**config.mk**
```make
export PLATFORM = sky130hd
export DESIGN_NAME = decode_issue_queue
export DESIGN_NICKNAME = d
export VERILOG_FILES = /design/src/rtl/decode_issue_queue_pkg.sv /design/src/rtl/decode_issue_queue_reg_use_decode.sv /design/src/rtl/decode_issue_queue.sv
export SDC_FILE = /design/constraint.sdc
export NUM_CORES = 1
export LEC_CHECK = 0
export BUFFER_PORTS_ARGS = -buffer_cell sky130_fd_sc_hd__buf_2
export CORE_ASPECT_RATIO = 0.5
export CORE_MARGIN = 2
export CORE_UTILIZATION = 36
export DETAILED_ROUTE_END_ITERATION = 6
export GPL_ROUTABILITY_DRIVEN = 0
export PLACE_DENSITY_LB_ADDON = 0.2
export SKIP_LAST_GASP = 1
export SYNTH_ARGS = -nofsm -noshare
export SYNTH_HDL_FRONTEND = slang
export SYNTH_SLANG_ARGS = --single-unit
```
**constraint.sdc**
```tcl
create_clock -name clk -period 5.5 [get_ports clk]
set_clock_uncertainty 0.15 [all_clocks]
set_input_delay 0.275 -clock clk [delete_from_list [all_inputs] [get_ports clk]]
set_output_delay 0.275 -clock clk [all_outputs]
set_load 0.02 [all_outputs]
```
**src/rtl/decode_issue_queue_pkg.sv**
```systemverilog
// Shared decode constants and the register-usage record for the issue queue.
package decode_issue_queue_pkg;

  localparam logic [5:0] OP_SPECIAL  = 6'h00;
  localparam logic [5:0] OP_REGIMM   = 6'h01;
  localparam logic [5:0] OP_J        = 6'h02;
  localparam logic [5:0] OP_JAL      = 6'h03;
  localparam logic [5:0] OP_BEQ      = 6'h04;
  localparam logic [5:0] OP_BNE      = 6'h05;
  localparam logic [5:0] OP_BLEZ     = 6'h06;
  localparam logic [5:0] OP_BGTZ     = 6'h07;
  localparam logic [5:0] OP_ADDI     = 6'h08;
  localparam logic [5:0] OP_ADDIU    = 6'h09;
  localparam logic [5:0] OP_SLTI     = 6'h0A;
  localparam logic [5:0] OP_SLTIU    = 6'h0B;
  localparam logic [5:0] OP_ANDI     = 6'h0C;
  localparam logic [5:0] OP_ORI      = 6'h0D;
  localparam logic [5:0] OP_XORI     = 6'h0E;
  localparam logic [5:0] OP_LUI      = 6'h0F;
  localparam logic [5:0] OP_SPECIAL2 = 6'h1C;
  localparam logic [5:0] OP_LB       = 6'h20;
  localparam logic [5:0] OP_LH       = 6'h21;
  localparam logic [5:0] OP_LW       = 6'h23;
  localparam logic [5:0] OP_LBU      = 6'h24;
  localparam logic [5:0] OP_LHU      = 6'h25;
  localparam logic [5:0] OP_SB       = 6'h28;
  localparam logic [5:0] OP_SH       = 6'h29;
  localparam logic [5:0] OP_SW       = 6'h2B;

  localparam logic [5:0] FN_SLL     = 6'h00;
  localparam logic [5:0] FN_SRL     = 6'h02;
  localparam logic [5:0] FN_SRA     = 6'h03;
  localparam logic [5:0] FN_SLLV    = 6'h04;
  localparam logic [5:0] FN_SRLV    = 6'h06;
  localparam logic [5:0] FN_SRAV    = 6'h07;
  localparam logic [5:0] FN_JR      = 6'h08;
  localparam logic [5:0] FN_JALR    = 6'h09;
  localparam logic [5:0] FN_SYSCALL = 6'h0C;
  localparam logic [5:0] FN_MFHI    = 6'h10;
  localparam logic [5:0] FN_MTHI    = 6'h11;
  localparam logic [5:0] FN_MFLO    = 6'h12;
  localparam logic [5:0] FN_MTLO    = 6'h13;
  localparam logic [5:0] FN_MULT    = 6'h18;
  localparam logic [5:0] FN_MULTU   = 6'h19;
  localparam logic [5:0] FN_DIV     = 6'h1A;
  localparam logic [5:0] FN_DIVU    = 6'h1B;
  localparam logic [5:0] FN_ADD     = 6'h20;
  localparam logic [5:0] FN_ADDU    = 6'h21;
  localparam logic [5:0] FN_SUB     = 6'h22;
  localparam logic [5:0] FN_SUBU    = 6'h23;
  localparam logic [5:0] FN_AND     = 6'h24;
  localparam logic [5:0] FN_OR      = 6'h25;
  localparam logic [5:0] FN_XOR     = 6'h26;
  localparam logic [5:0] FN_NOR     = 6'h27;
  localparam logic [5:0] FN_SLT     = 6'h2A;
  localparam logic [5:0] FN_SLTU    = 6'h2B;

  // SPECIAL2 functs
  localparam logic [5:0] FN2_MADD   = 6'h00;
  localparam logic [5:0] FN2_MADDU  = 6'h01;
  localparam logic [5:0] FN2_MSUB   = 6'h04;

  localparam logic [5:0] HILO_IDX = 6'd32;

  typedef struct packed {
    logic       read_rs;
    logic       read_rt;
    logic       read_hilo;
    logic       dst_valid;
    logic [5:0] dst_idx;
    logic       illegal;
  } reg_use_t;

endpackage

```
**src/rtl/decode_issue_queue_reg_use_decode.sv**
```systemverilog
// Combinational register-usage decode of one MIPS instruction word.
module reg_use_decode
  import decode_issue_queue_pkg::*;
(
  input  logic [31:0] instr,
  output reg_use_t    ru
);

  logic [5:0] op, fn;
  logic [4:0] rt, rd;

  assign op = instr[31:26];
  assign fn = instr[5:0];
  assign rt = instr[20:16];
  assign rd = instr[15:11];

  always_comb begin
    ru = '0;
    case (op)
      OP_SPECIAL: begin
        case (fn)
          FN_SLL, FN_SRL, FN_SRA: begin
            ru.read_rt = 1'b1; ru.dst_valid = 1'b1; ru.dst_idx = {1'b0, rd};
          end
          FN_SLLV, FN_SRLV, FN_SRAV, FN_ADD, FN_ADDU, FN_SUB, FN_SUBU,
          FN_AND, FN_OR, FN_XOR, FN_NOR, FN_SLT, FN_SLTU: begin
            ru.read_rs = 1'b1; ru.read_rt = 1'b1;
            ru.dst_valid = 1'b1; ru.dst_idx = {1'b0, rd};
          end
          FN_JR: ru.read_rs = 1'b1;
          FN_JALR: begin
            ru.read_rs = 1'b1; ru.dst_valid = 1'b1; ru.dst_idx = {1'b0, rd};
          end
          FN_SYSCALL: ;
          FN_MFHI, FN_MFLO: begin
            ru.read_hilo = 1'b1; ru.dst_valid = 1'b1; ru.dst_idx = {1'b0, rd};
          end
          FN_MTHI, FN_MTLO: begin
            ru.read_rs = 1'b1; ru.dst_valid = 1'b1; ru.dst_idx = HILO_IDX;
          end
          FN_MULT, FN_MULTU, FN_DIV, FN_DIVU: begin
            ru.read_rs = 1'b1; ru.read_rt = 1'b1;
            ru.dst_valid = 1'b1; ru.dst_idx = HILO_IDX;
          end
          default: ru.illegal = 1'b1;
        endcase
      end
      OP_SPECIAL2: begin
        if (fn == FN2_MADD || fn == FN2_MADDU || fn == FN2_MSUB) begin
          ru.read_rs = 1'b1; ru.read_rt = 1'b1;
          ru.dst_valid = 1'b1; ru.dst_idx = HILO_IDX;
        end else begin
          ru.illegal = 1'b1;
        end
      end
      // only bltz (rt=0) and bgez (rt=1) are supported under REGIMM
      OP_REGIMM: begin
        if (rt == 5'd0 || rt == 5'd1) ru.read_rs = 1'b1;
        else                          ru.illegal = 1'b1;
      end
      OP_J: ;
      OP_JAL: begin
        ru.dst_valid = 1'b1; ru.dst_idx = 6'd31;
      end
      OP_BEQ, OP_BNE, OP_SB, OP_SH, OP_SW: begin
        ru.read_rs = 1'b1; ru.read_rt = 1'b1;
      end
      OP_BLEZ, OP_BGTZ: ru.read_rs = 1'b1;
      OP_ADDI, OP_ADDIU, OP_SLTI, OP_SLTIU, OP_ANDI, OP_ORI, OP_XORI,
      OP_LB, OP_LH, OP_LW, OP_LBU, OP_LHU: begin
        ru.read_rs = 1'b1; ru.dst_valid = 1'b1; ru.dst_idx = {1'b0, rt};
      end
      OP_LUI: begin
        ru.dst_valid = 1'b1; ru.dst_idx = {1'b0, rt};
      end
      default: ru.illegal = 1'b1;
    endcase
  end

endmodule

```
**src/rtl/decode_issue_queue.sv**
```systemverilog
// In-order instruction queue with head decode and a GPR/HILO pending-write
// scoreboard that holds issue on RAW/WAW hazards.
module decode_issue_queue
  import decode_issue_queue_pkg::*;
#(
  parameter int DEPTH = 4,
  parameter int PC_W  = 32,
  parameter int CNT_W = $clog2(DEPTH + 1)
) (
  input  logic             clk,
  input  logic             reset,
  input  logic             in_valid,
  output logic             in_ready,
  input  logic [31:0]      in_instr,
  input  logic [PC_W-1:0]  in_pc,
  output logic             issue_valid,
  input  logic             issue_ready,
  output logic [31:0]      issue_instr,
  output logic [PC_W-1:0]  issue_pc,
  output logic             issue_illegal,
  input  logic             wb_valid,
  input  logic [4:0]       wb_reg,
  input  logic             wb_hilo,
  input  logic             flush,
  output logic [CNT_W-1:0] count,
  output logic             hazard_stall
);

  localparam int PTR_W = $clog2(DEPTH);

  logic [31:0]      instr_q [DEPTH];
  logic [31:0]      instr_d [DEPTH];
  logic [PC_W-1:0]  pc_q    [DEPTH];
  logic [PC_W-1:0]  pc_d    [DEPTH];
  logic [PTR_W-1:0] rd_ptr_q, rd_ptr_d, wr_ptr_q, wr_ptr_d;
  logic [CNT_W-1:0] count_q, count_d;
  logic [32:0]      pend_q, pend_d;

  reg_use_t   head;
  logic [31:0] head_instr;
  logic [32:0] clr, eff;
  logic [5:0]  rs_idx, rt_idx;
  logic        nonempty, hazard, enq, deq;

  assign head_instr = instr_q[rd_ptr_q];
  assign rs_idx     = {1'b0, head_instr[25:21]};
  assign rt_idx     = {1'b0, head_instr[20:16]};

  reg_use_decode u_dec (
    .instr (head_instr),
    .ru    (head)
  );

  always_comb begin
    clr = '0;
    if (wb_valid) clr[{1'b0, wb_reg}] = 1'b1;
    if (wb_hilo)  clr[HILO_IDX]       = 1'b1;
  end

  // Writebacks landing this cycle are already considered retired.
  assign eff = pend_q & ~clr;

  always_comb begin
    hazard = 1'b0;
    if (head.read_rs   && rs_idx != 6'd0 && eff[rs_idx]) hazard = 1'b1;
    if (head.read_rt   && rt_idx != 6'd0 && eff[rt_idx]) hazard = 1'b1;
    if (head.read_hilo && eff[HILO_IDX])                 hazard = 1'b1;
    if (head.dst_valid && head.dst_idx != 6'd0 && eff[head.dst_idx]) hazard = 1'b1;
  end

  assign nonempty      = (count_q != '0);
  assign in_ready      = (count_q < CNT_W'(DEPTH));
  assign issue_valid   = nonempty && !hazard && !flush;
  assign hazard_stall  = nonempty && hazard && !flush;
  assign issue_instr   = head_instr;
  assign issue_pc      = pc_q[rd_ptr_q];
  assign issue_illegal = nonempty && head.illegal;
  assign count         = count_q;

  assign enq = in_valid && in_ready && !flush;
  assign deq = issue_valid && issue_ready;

  always_comb begin
    instr_d = instr_q;
    pc_d    = pc_q;
    if (enq) begin
      instr_d[wr_ptr_q] = in_instr;
      pc_d[wr_ptr_q]    = in_pc;
    end
  end

  always_comb begin
    rd_ptr_d = rd_ptr_q;
    wr_ptr_d = wr_ptr_q;
    count_d  = count_q;
    if (flush) begin
      rd_ptr_d = '0;
      wr_ptr_d = '0;
      count_d  = '0;
    end else begin
      if (enq) wr_ptr_d = wr_ptr_q + PTR_W'(1);
      if (deq) rd_ptr_d = rd_ptr_q + PTR_W'(1);
      case ({enq, deq})
        2'b10:   count_d = count_q + CNT_W'(1);
        2'b01:   count_d = count_q - CNT_W'(1);
        default: count_d = count_q;
      endcase
    end
  end

  // Set is applied after clear so an issuing writer wins over a same-index retire.
  always_comb begin
    pend_d = eff;
    if (deq && head.dst_valid && head.dst_idx != 6'd0) pend_d[head.dst_idx] = 1'b1;
    pend_d[0] = 1'b0;
  end

  always_ff @(posedge clk) begin
    if (!reset) begin
      rd_ptr_q <= '0;
      wr_ptr_q <= '0;
      count_q  <= '0;
      pend_q   <= '0;
    end else begin
      rd_ptr_q <= rd_ptr_d;
      wr_ptr_q <= wr_ptr_d;
      count_q  <= count_d;
      pend_q   <= pend_d;
    end
  end

  always_ff @(posedge clk) begin
    instr_q <= instr_d;
    pc_q    <= pc_d;
  end

endmodule

```
# ---- Word-level counts from Yosys, hierarchy flattened
# Cells that the tools add are included.
dict set report word_totals {
  ff_bits 296
  inputBits 76
  output_inout_bits 71
}
dict set report op_classes {
  n_bitwise 6
  n_mux 43
  addsub 4
  order_cmp 10
  eq_ne 54
  reduce_logical 44
}
# operator n
set op_table {}
lappend op_table {{bitwise mux 128 bit} 2}
lappend op_table {{2-to-1 mux 32 bit} 6}
lappend op_table {{binary-select mux 32 bit (select 2 bit)} 2}
lappend op_table {{equality test 6 bit, second input constant} 18}
lappend op_table {{equality test 6 x 4 -> 1 bit, second input constant} 11}
lappend op_table {{demux 32 bit (select 2 bit)} 1}
lappend op_table {{equality test 6 x 5 -> 1 bit, second input constant} 9}
lappend op_table {{equality test 6 x 3 -> 1 bit, second input constant} 7}
lappend op_table {{OR reduction 19 bit} 2}
lappend op_table {{AND 33 bit} 1}
lappend op_table {{2-to-1 mux 33 bit} 1}
lappend op_table {{NOT 33 bit} 1}
lappend op_table {{OR 33 bit} 1}
lappend op_table {{case mux 7 bit (4 select lines)} 1}
lappend op_table {{OR reduction 27 bit} 1}
lappend op_table {{equality test 6 x 2 -> 1 bit, second input constant} 4}
lappend op_table {{OR reduction 22 bit} 1}
lappend op_table {{< comparator 5 x 7 -> 1 bit, second input constant} 3}
lappend op_table {{OR reduction 21 bit} 1}
lappend op_table {{logical AND 1 bit} 20}
lappend op_table {{OR reduction 20 bit} 1}
lappend op_table {{2-to-1 mux 1 bit} 18}
lappend op_table {{nonzero test 6 bit} 3}
lappend op_table {{case mux 7 bit (2 select lines)} 1}
lappend op_table {{34 further kinds} 45}

# ---- Logic depth before layout (Yosys ltp)
# Gate-level depths: netlist of the first run.
dict set report depth {
  ltp_word 22
  ltp_mapped 23
}

# ---- Cells and area by module
# Synthesis of the first run repeated with hierarchy kept, for this count alone.
dict set report unflattened {
  hier_cells 770
  hier_area_um2 12736.0
}
# module cells_each n_inst area_per_inst_um2
set by_module_without_submodules {}
lappend by_module_without_submodules {decode_issue_queue 680 1 12119.1}
lappend by_module_without_submodules {reg_use_decode 90 1 616.8}

# ---- Worst setup path before layout of the first run
# OpenSTA, ideal clock, no wires.
dict set report synth_timing {
  path_kind {reg2reg}
  from {register rd_ptr_q[0]}
  to {register count_q[2], in the netlist count[2]}
  arrival_time_ns 4.701
  n_path_buf 4
  period_less_slack_ns 4.922
  setup_slack_ns 0.578
  path_stages_with_launch 20
  path_cell_list {dfxtp_1 -> buf_6 -> buf_12 -> mux4_1 -> and3_1 -> buf_6 -> or3_4 -> or3_4 -> buf_6 -> or3_1 -> a211o_1 -> o2111ai_2 -> o21ai_4 -> inv_1 -> ha_1 -> inv_1 -> fa_1 -> xor2_1 -> or3_1 -> a21oi_1}
}
dict set report synth_via {
  elab_cells_between_ends 107
}
# element line
set synth_lines {}
lappend synth_lines {{from (decl)} decode_issue_queue.sv:35} ;# logic [PTR_W-1:0] rd_ptr_q, rd_ptr_d, wr_ptr_q, wr_ptr_d;
lappend synth_lines {{from (signal assigned)} decode_issue_queue.sv:125} ;# rd_ptr_q <= rd_ptr_d;
lappend synth_lines {{NOT 2 -> 3 bit (not written as such) (*)} decode_issue_queue.sv:45} ;# assign head_instr = instr_q[rd_ptr_q];
lappend synth_lines {{binary-select mux 32 bit (select 2 bit) (*)} decode_issue_queue.sv:45}
lappend synth_lines {{2-to-1 mux 32 bit (not written as such) (*) (2 in series)} decode_issue_queue.sv:45}
lappend synth_lines {{named net issue_instr[26]} decode_issue_queue.sv:18} ;# output logic [31:0] issue_instr,
lappend synth_lines {{parallel branches: the longest is 8 deep, another holds OR reduction 13 bit} -}
lappend synth_lines {{2-to-1 mux 1 bit (*)} decode_issue_queue.sv:68} ;# if (head.dst_valid && head.dst_idx != 6'd0 && eff[head.dst_idx]) hazard = 1'b1;
lappend synth_lines {{zero test 1 bit (*)} decode_issue_queue.sv:73} ;# assign issue_valid = nonempty && !hazard && !flush;
lappend synth_lines {{logical AND 1 bit (*) (2 in series)} decode_issue_queue.sv:73}
lappend synth_lines {{logical AND 1 bit (*)} decode_issue_queue.sv:81} ;# assign deq = issue_valid && issue_ready;
lappend synth_lines {{named net deq} decode_issue_queue.sv:43} ;# logic nonempty, hazard, enq, deq;
lappend synth_lines {{equality test 2 x 1 -> 1 bit / equality test 2 bit (equally long branches)} decode_issue_queue.sv:103} ;# case ({enq, deq})
lappend synth_lines {{case mux 3 bit (2 select lines) / nonzero test 2 bit (equally long branches)} -}
lappend synth_lines {{to (signal assigned)} decode_issue_queue.sv:127} ;# count_q <= count_d;
lappend synth_lines {{to (decl)} decode_issue_queue.sv:36} ;# logic [CNT_W-1:0] count_q, count_d;
# Mark *: on every way through the listed nets, which the timed path passes. The select of a mux whose other input is x is not followed.
# A chain may end at the register's enable or synchronous reset.

# ---- Worst setup path in the final report of the first run
dict set report layout_timing {
  from {register rd_ptr_q[0]}
  to {register count_q[2], in the netlist count[2]}
}
dict set report layout_via {
  elab_chain_cells 21
  elab_cells_between_ends 107
}
# element line
set layout_lines {}
lappend layout_lines {{NOT 2 -> 3 bit (not written as such) (*)} decode_issue_queue.sv:45}
lappend layout_lines {{binary-select mux 32 bit (select 2 bit) (*)} decode_issue_queue.sv:45}
lappend layout_lines {{2-to-1 mux 32 bit (not written as such) (*) (2 in series)} decode_issue_queue.sv:45}
lappend layout_lines {{parallel branches: the longest is 10 deep, another holds OR reduction 19 bit} -}
lappend layout_lines {{2-to-1 mux 1 bit (*)} decode_issue_queue.sv:68}
lappend layout_lines {{zero test 1 bit (*)} decode_issue_queue.sv:73}
lappend layout_lines {{logical AND 1 bit (*) (2 in series)} decode_issue_queue.sv:73}
lappend layout_lines {{logical AND 1 bit (*)} decode_issue_queue.sv:81}
lappend layout_lines {{named net deq} decode_issue_queue.sv:43}
lappend layout_lines {{equality test 2 x 1 -> 1 bit / equality test 2 bit (equally long branches)} decode_issue_queue.sv:103}
lappend layout_lines {{case mux 3 bit (2 select lines) / nonzero test 2 bit (equally long branches)} -}
# Marked as above.

==> results of run 1 <==
==> metrics by stage <==
step           cells  hold WS, ns  worst slack, ns
2_1_floorplan    848        0.224            0.578
3_3_place_gp    1459        0.305            0.363
3_5_place_dp    1459        0.314            0.231
4_1_cts         1577       0.0259            0.194
5_1_grt         1581       0.0730           0.0587
6_report        1581       0.0321            0.298
==> cells in the final DEF (no fill, tap or decap), types with 28 or more instances in the layout <==
master           n
edfxtp_1       256
buf_2          146
dlygate4sd3_1   67
mux4_2          60
nor2_1          47
nand2_1         38
o21ai_0         38
dfxtp_1         37
a21oi_1         32
mux2i_1         32
clkbuf_16       28
buf_4           28
==> flip-flops by register name (all words and copies together) (netlist names) <==
signal,count
pend_q,32
count,3
pc_q,128
wr_ptr_q,2
rd_ptr_q,2
instr_q,128
==> repair_timing <==
action,CTS,global route
hold endpoints to repair,267,0
resized for setup,0,6
setup buffers,0,4
setup endpoints to repair,0,4
hold buffers,67,0
==> power by group through the flow <==
stage               registers (W)  clock network (W)  logic (W)
detailed placement        0.00252                  0   0.000293
global placement          0.00251                  0   0.000288
floorplan                 0.00252                  0   0.000169
finish                    0.00247            0.00189   0.000335
CTS                       0.00247            0.00193   0.000334
global route              0.00247            0.00202   0.000360
==> worst min-delay path, cell delays in order <==
cell and delay [ns]:
buf_2 0.09, nand2_1 0.14, nor3_1 0.07, o21ai_0 0.06
a21oi_1 0.07
==> worst paths after layout <==
check | cells past startpoint | end | slack [ns] | from
worst max register to register | 17 | count[2] | 0.30 | rd_ptr_q[0]
worst max-delay path | 17 | count[2] | 0.30 | rd_ptr_q[0]
worst min-delay path | 5 | pend_q[32] | 0.03 | issue_ready
worst min register to register | 2 | pend_q[32] | 0.32 | pend_q[32]
==> cell families (layout without fill, tap and decap cells) <==
group	after synthesis	count (layout)	synth area share, %
compound gates	187	187	9.80
xor+xnor	9	9	0.605
fa+ha+maj	6	6	0.633
buf+inv	63	312	2.28
flops	295	295	64.9
mux	104	104	14.5
simple gates	184	184	7.20
==> layer usage <==
layer  global-route usage, %  share of wire (%)
met1                    23.4                 44
met2                    29.4                 48
met3                    3.32                5.3
met4                    4.03                2.1
met5                       0                  0
==> layout make-up <==
class | count | area [sq um]
clock buffer | 32 | 716
timing repair buffer | 244 | 1650
multi-input combinational | 490 | 4300
sequential | 295 | 8480
tap | 484 | 606
fill | 3247 | 19800
inverter | 17 | 67.6
clock inverter | 19 | 183
==> results.tsv, run 1 <==
metric	value	unit
worst_pin_slew	0.984	ns
crit_fanout	10	
ir_drop	0.225	mV
async_flop_share	0	%
cts-root-buf	clkbuf_16	
tns	0	ns
ys_warn_count	0	
die_w	273	um
synthToLayoutAreaGrowth	22.7	%
via_count	8521	
status	completed	
fmax	192	MHz
min_period_over_period	94.6	%
drt_iter0_markers	691	
synthTopCellsByArea	edfxtp_1 59%, mux4_2 10%, dfxtp_1 6.0%	
critical_path_buf_inv_count	3	
syn-num-nets	930	
yosysMostFrequentCell	edfxtp_1	
yosys.area.top_type	edfxtp_1	
critical_path_arrival	5.55	ns
setup_viol	0	
dr.pass1.iters	5	
switching_share	22.6	%
antenna_found_initial	0	
synth-seq-cells	295	
p_seq_share	52.6	%
core_area	35800	sq um
hold_viol_final	0	
dp_hpwl	22.5	mm
synth-edff-count	256	
path_delay_family	simple AND/OR/NAND/NOR gates	
die_area	37900	sq um
placed_area	14400	sq um
cp_slowest_cell	mux4_2	
relSlewSlack	34.3	%
grt_pass1_wl	51.0	mm
vias_per_cell	5.39	
h-tree-depth	1	
p_comb_share	7.1	%
io_buffers	146	
fin_util	44.7	%
grtUsageTotal	17.4	%
wire_per_inst	21.0	um
drc	0	
internal_power	0.00363	W
cpMostUsedCell	inv_1	
cpPeakStageDelay	0.63	ns
clock_power_share	40.3	%
synth_cell_types	73	
grt_overflow	0	
ys_seq_area_share	64.9	%
p_per_area	293	nW/um^2
die_h	139	um
cts_tree	yes	
cts_buffers	28	
grt_max_degree	39	
total_power	0.00469	W
cp-end-kind	flip-flop	
clk_pin_slew	0.07	ns
antennaDiodeCount	0	
synthCells	848	
path_class	flip-flop to flip-flop	
fin_nets	1158	
path_cells	buf_12 -> mux4_2 -> and3_1 -> or3_4 -> nor3_2 -> mux2i_1 -> mux2_2 -> a22oi_1 -> and4_1 -> o21ai_4 -> inv_1 -> ha_1 -> inv_1 -> fa_1 -> xor2_1 -> or3_1 -> a21oi_1	
syn_area	13000	sq um
ant_nets	0	
cp-start-kind	flip-flop	
synth_common_cells	256 x edfxtp_1, 60 x mux4_2, 47 x nor2_1	
rsz0062_at_grt	false	
insertion_delay	0.57	ns
maxCapViolations	0	
period_minus_slack	5.20	ns
io_pins	147	
synth_flop_cell	edfxtp_1	
power.leakage	5.35	nW
final_area	16000	sq um
slew_viol_final	0	
power.switching	0.00106	W
avgSynthCellArea	15.4	sq um
cp_data_required_time	5.85	ns
routed_wl	33.2	mm
min_path_type	input pin to flip-flop	
grt_pass1_vias	8725	
cts.sinks	295	
yosysTopAreaCellShare	59.0	%
cts_buffer_depth	3	
start_util	36.4	%
num_rows	49	
drive_above_1_share	29.0	%
Power figures use the tool's default switching activity.
==> run 2, diff against run 1 <==
==> constraint.sdc (replaced) <==
create_clock -name clk -period 4.35 [get_ports clk]
set_clock_uncertainty 0.15 [all_clocks]
set_input_delay 0.2175 -clock clk [delete_from_list [all_inputs] [get_ports clk]]
set_output_delay 0.2175 -clock clk [all_outputs]
set_load 0.02 [all_outputs]
==> results.tsv, run 2 (same netlist as run 1, synthesis figures left out) <==
metric	value	unit
die_w	273	um
die_area	37900	sq um
setup_viol	3	
violations	negative setup slack	
die_h	139	um
dp_hpwl	23.7	mm
path_class	flip-flop to primary output	
via_count	8938	
grt_max_degree	65	
min_path_type	input pin to flip-flop	
slew_viol_final	0	
worst_pin_slew	1.07	ns
grt_pass1_vias	9120	
hold_viol_final	0	
drc	0	
tns	-0.364	ns
io_pins	147	
power.leakage	5.93	nW
fmax	222	MHz
status	complete, but fails checks	
cp-start-kind	flip-flop	
h-tree-depth	1	
cp-end-kind	primary output	
grt_pass1_wl	52.9	mm
cts-root-buf	clkbuf_16	
drt_iter0_markers	663	
drive_above_1_share	38.7	%
min_period_over_period	103	%
antennaDiodeCount	0	
cts.sinks	295	
grtUsageTotal	18.1	%
routed_wl	34.5	mm
insertion_delay	0.57	ns
final_common_cell	edfxtp_1	
period_minus_slack	4.50	ns
cts_tree	yes	
crit_fanout	5	
cp_data_required_time	3.98	ns
reg_top3	instr_q (128), pc_q (128), pend_q (32)	
num_rows	49	
critical_path_arrival	4.13	ns
p_per_area	351	nW/um^2
relSlewSlack	28.9	%
start_util	36.4	%
wire_per_inst	20.4	um
clk_pin_slew	0.07	ns
maxCapViolations	0	
ir_drop	0.290	mV
io_buffers	146	
ant_nets	0	
fin_ws	-0.145	ns
fin_nets	1269	
grt_overflow	0	
vias_per_cell	5.29	
holdWs	0.0569	ns
reg2reg_slack	-0.12	ns
cts_buffers	28	
dr.pass1.iters	5	
antenna_found_initial	1	
core_area	35800	sq um
final_cell_mix	256 x edfxtp_1, 144 x buf_2, 135 x buf_4	
synthToLayoutAreaGrowth	31.0	%
cts_buffer_depth	3	
rsz0062_at_grt	true	
-- run 2: cell types whose count changed in the layout (fill, tap and decap cells not counted), sizes merged --
cell	previous run	this run
buf	177	288
clkbuf	32	38
clkinv	12	8
clkinvlp	6	1
inv	16	17
-- run 2: power breakdown --
| part | internal [W] | leakage [nW] | switching (W) |
|---|---|---|---|
| Combinational | 0.000226 | 2.88 | 0.000280 |
| Sequential | 0.00311 | 2.64 | 0.00000882 |
| Clock | 0.00131 | 0.417 | 0.00105 |
| Total | 0.00465 | 5.93 | 0.00134 |
-- run 2: final timing paths --
path,cells past startpoint,end,from
worst max-delay path,16,hazard_stall,rd_ptr_q[0]
worst min-delay path,4,wr_ptr_q[0],in_valid
worst max register to register,19,count[2],rd_ptr_q[0]
worst min register to register,2,pend_q[32],pend_q[32]
-- run 2: stage by stage --
| step | total power [W] | cell area (sq um) | std cells | utilization, % | setup WS [ns] |
|---|---|---|---|---|---|
| after global placement | 0.00360 | 15200 | 1558 | 42.4 | -0.429 |
| after floorplan | 0.00340 | 13100 | 848 | - | -0.334 |
| after detailed placement | 0.00361 | 15200 | 1558 | 42.4 | -0.432 |
| final | 0.00599 | 17100 | 1690 | 47.7 | -0.145 |
| after global routing | 0.00618 | 17100 | 1690 | 47.7 | -0.291 |
| after CTS | 0.00602 | 17000 | 1686 | 47.4 | -0.170 |
-- run 2: area by class of cell --
cell class | count | area [sq um]
clock buffer | 38 | 738
tap | 484 | 606
timing repair buffer | 355 | 2530
clock inverter | 11 | 134
inverter | 17 | 63.8
multi-input combinational | 490 | 4530
sequential | 295 | 8480
fill | 3184 | 18700
-- run 2: timing repair --
item	CTS	global route
hold buffers	67	0
pin swaps	25	14
endpoints found under the hold margin	269	0
setup endpoints to repair	4	18
resized for setup	45	15
setup buffers	12	4
-- run 2: routing by layer --
layer	GRT usage (%)	vias up	wire length, um
met1	24.3	4538	15200
met4	4.49	2	845
li1	-	4095	-
met2	30.7	244	16900
met5	0	-	13
met3	3.22	59	1510
-- run 2: worst max-delay path, stage by stage, from the launching register on --
cell and delay, ns:
dfxtp_4 0.39, buf_12 0.13, buf_12 0.11, mux4_2 0.52, nand2b_4 0.17, a21bo_4 0.23
a31o_4 0.25, a21o_1 0.20, nand2_2 0.12, buf_6 0.14, mux2_4 0.31, a32oi_2 0.26
o2111ai_4 0.16, buf_6 0.16, o21bai_4 0.13, and2_4 0.16, buf_6 0.10
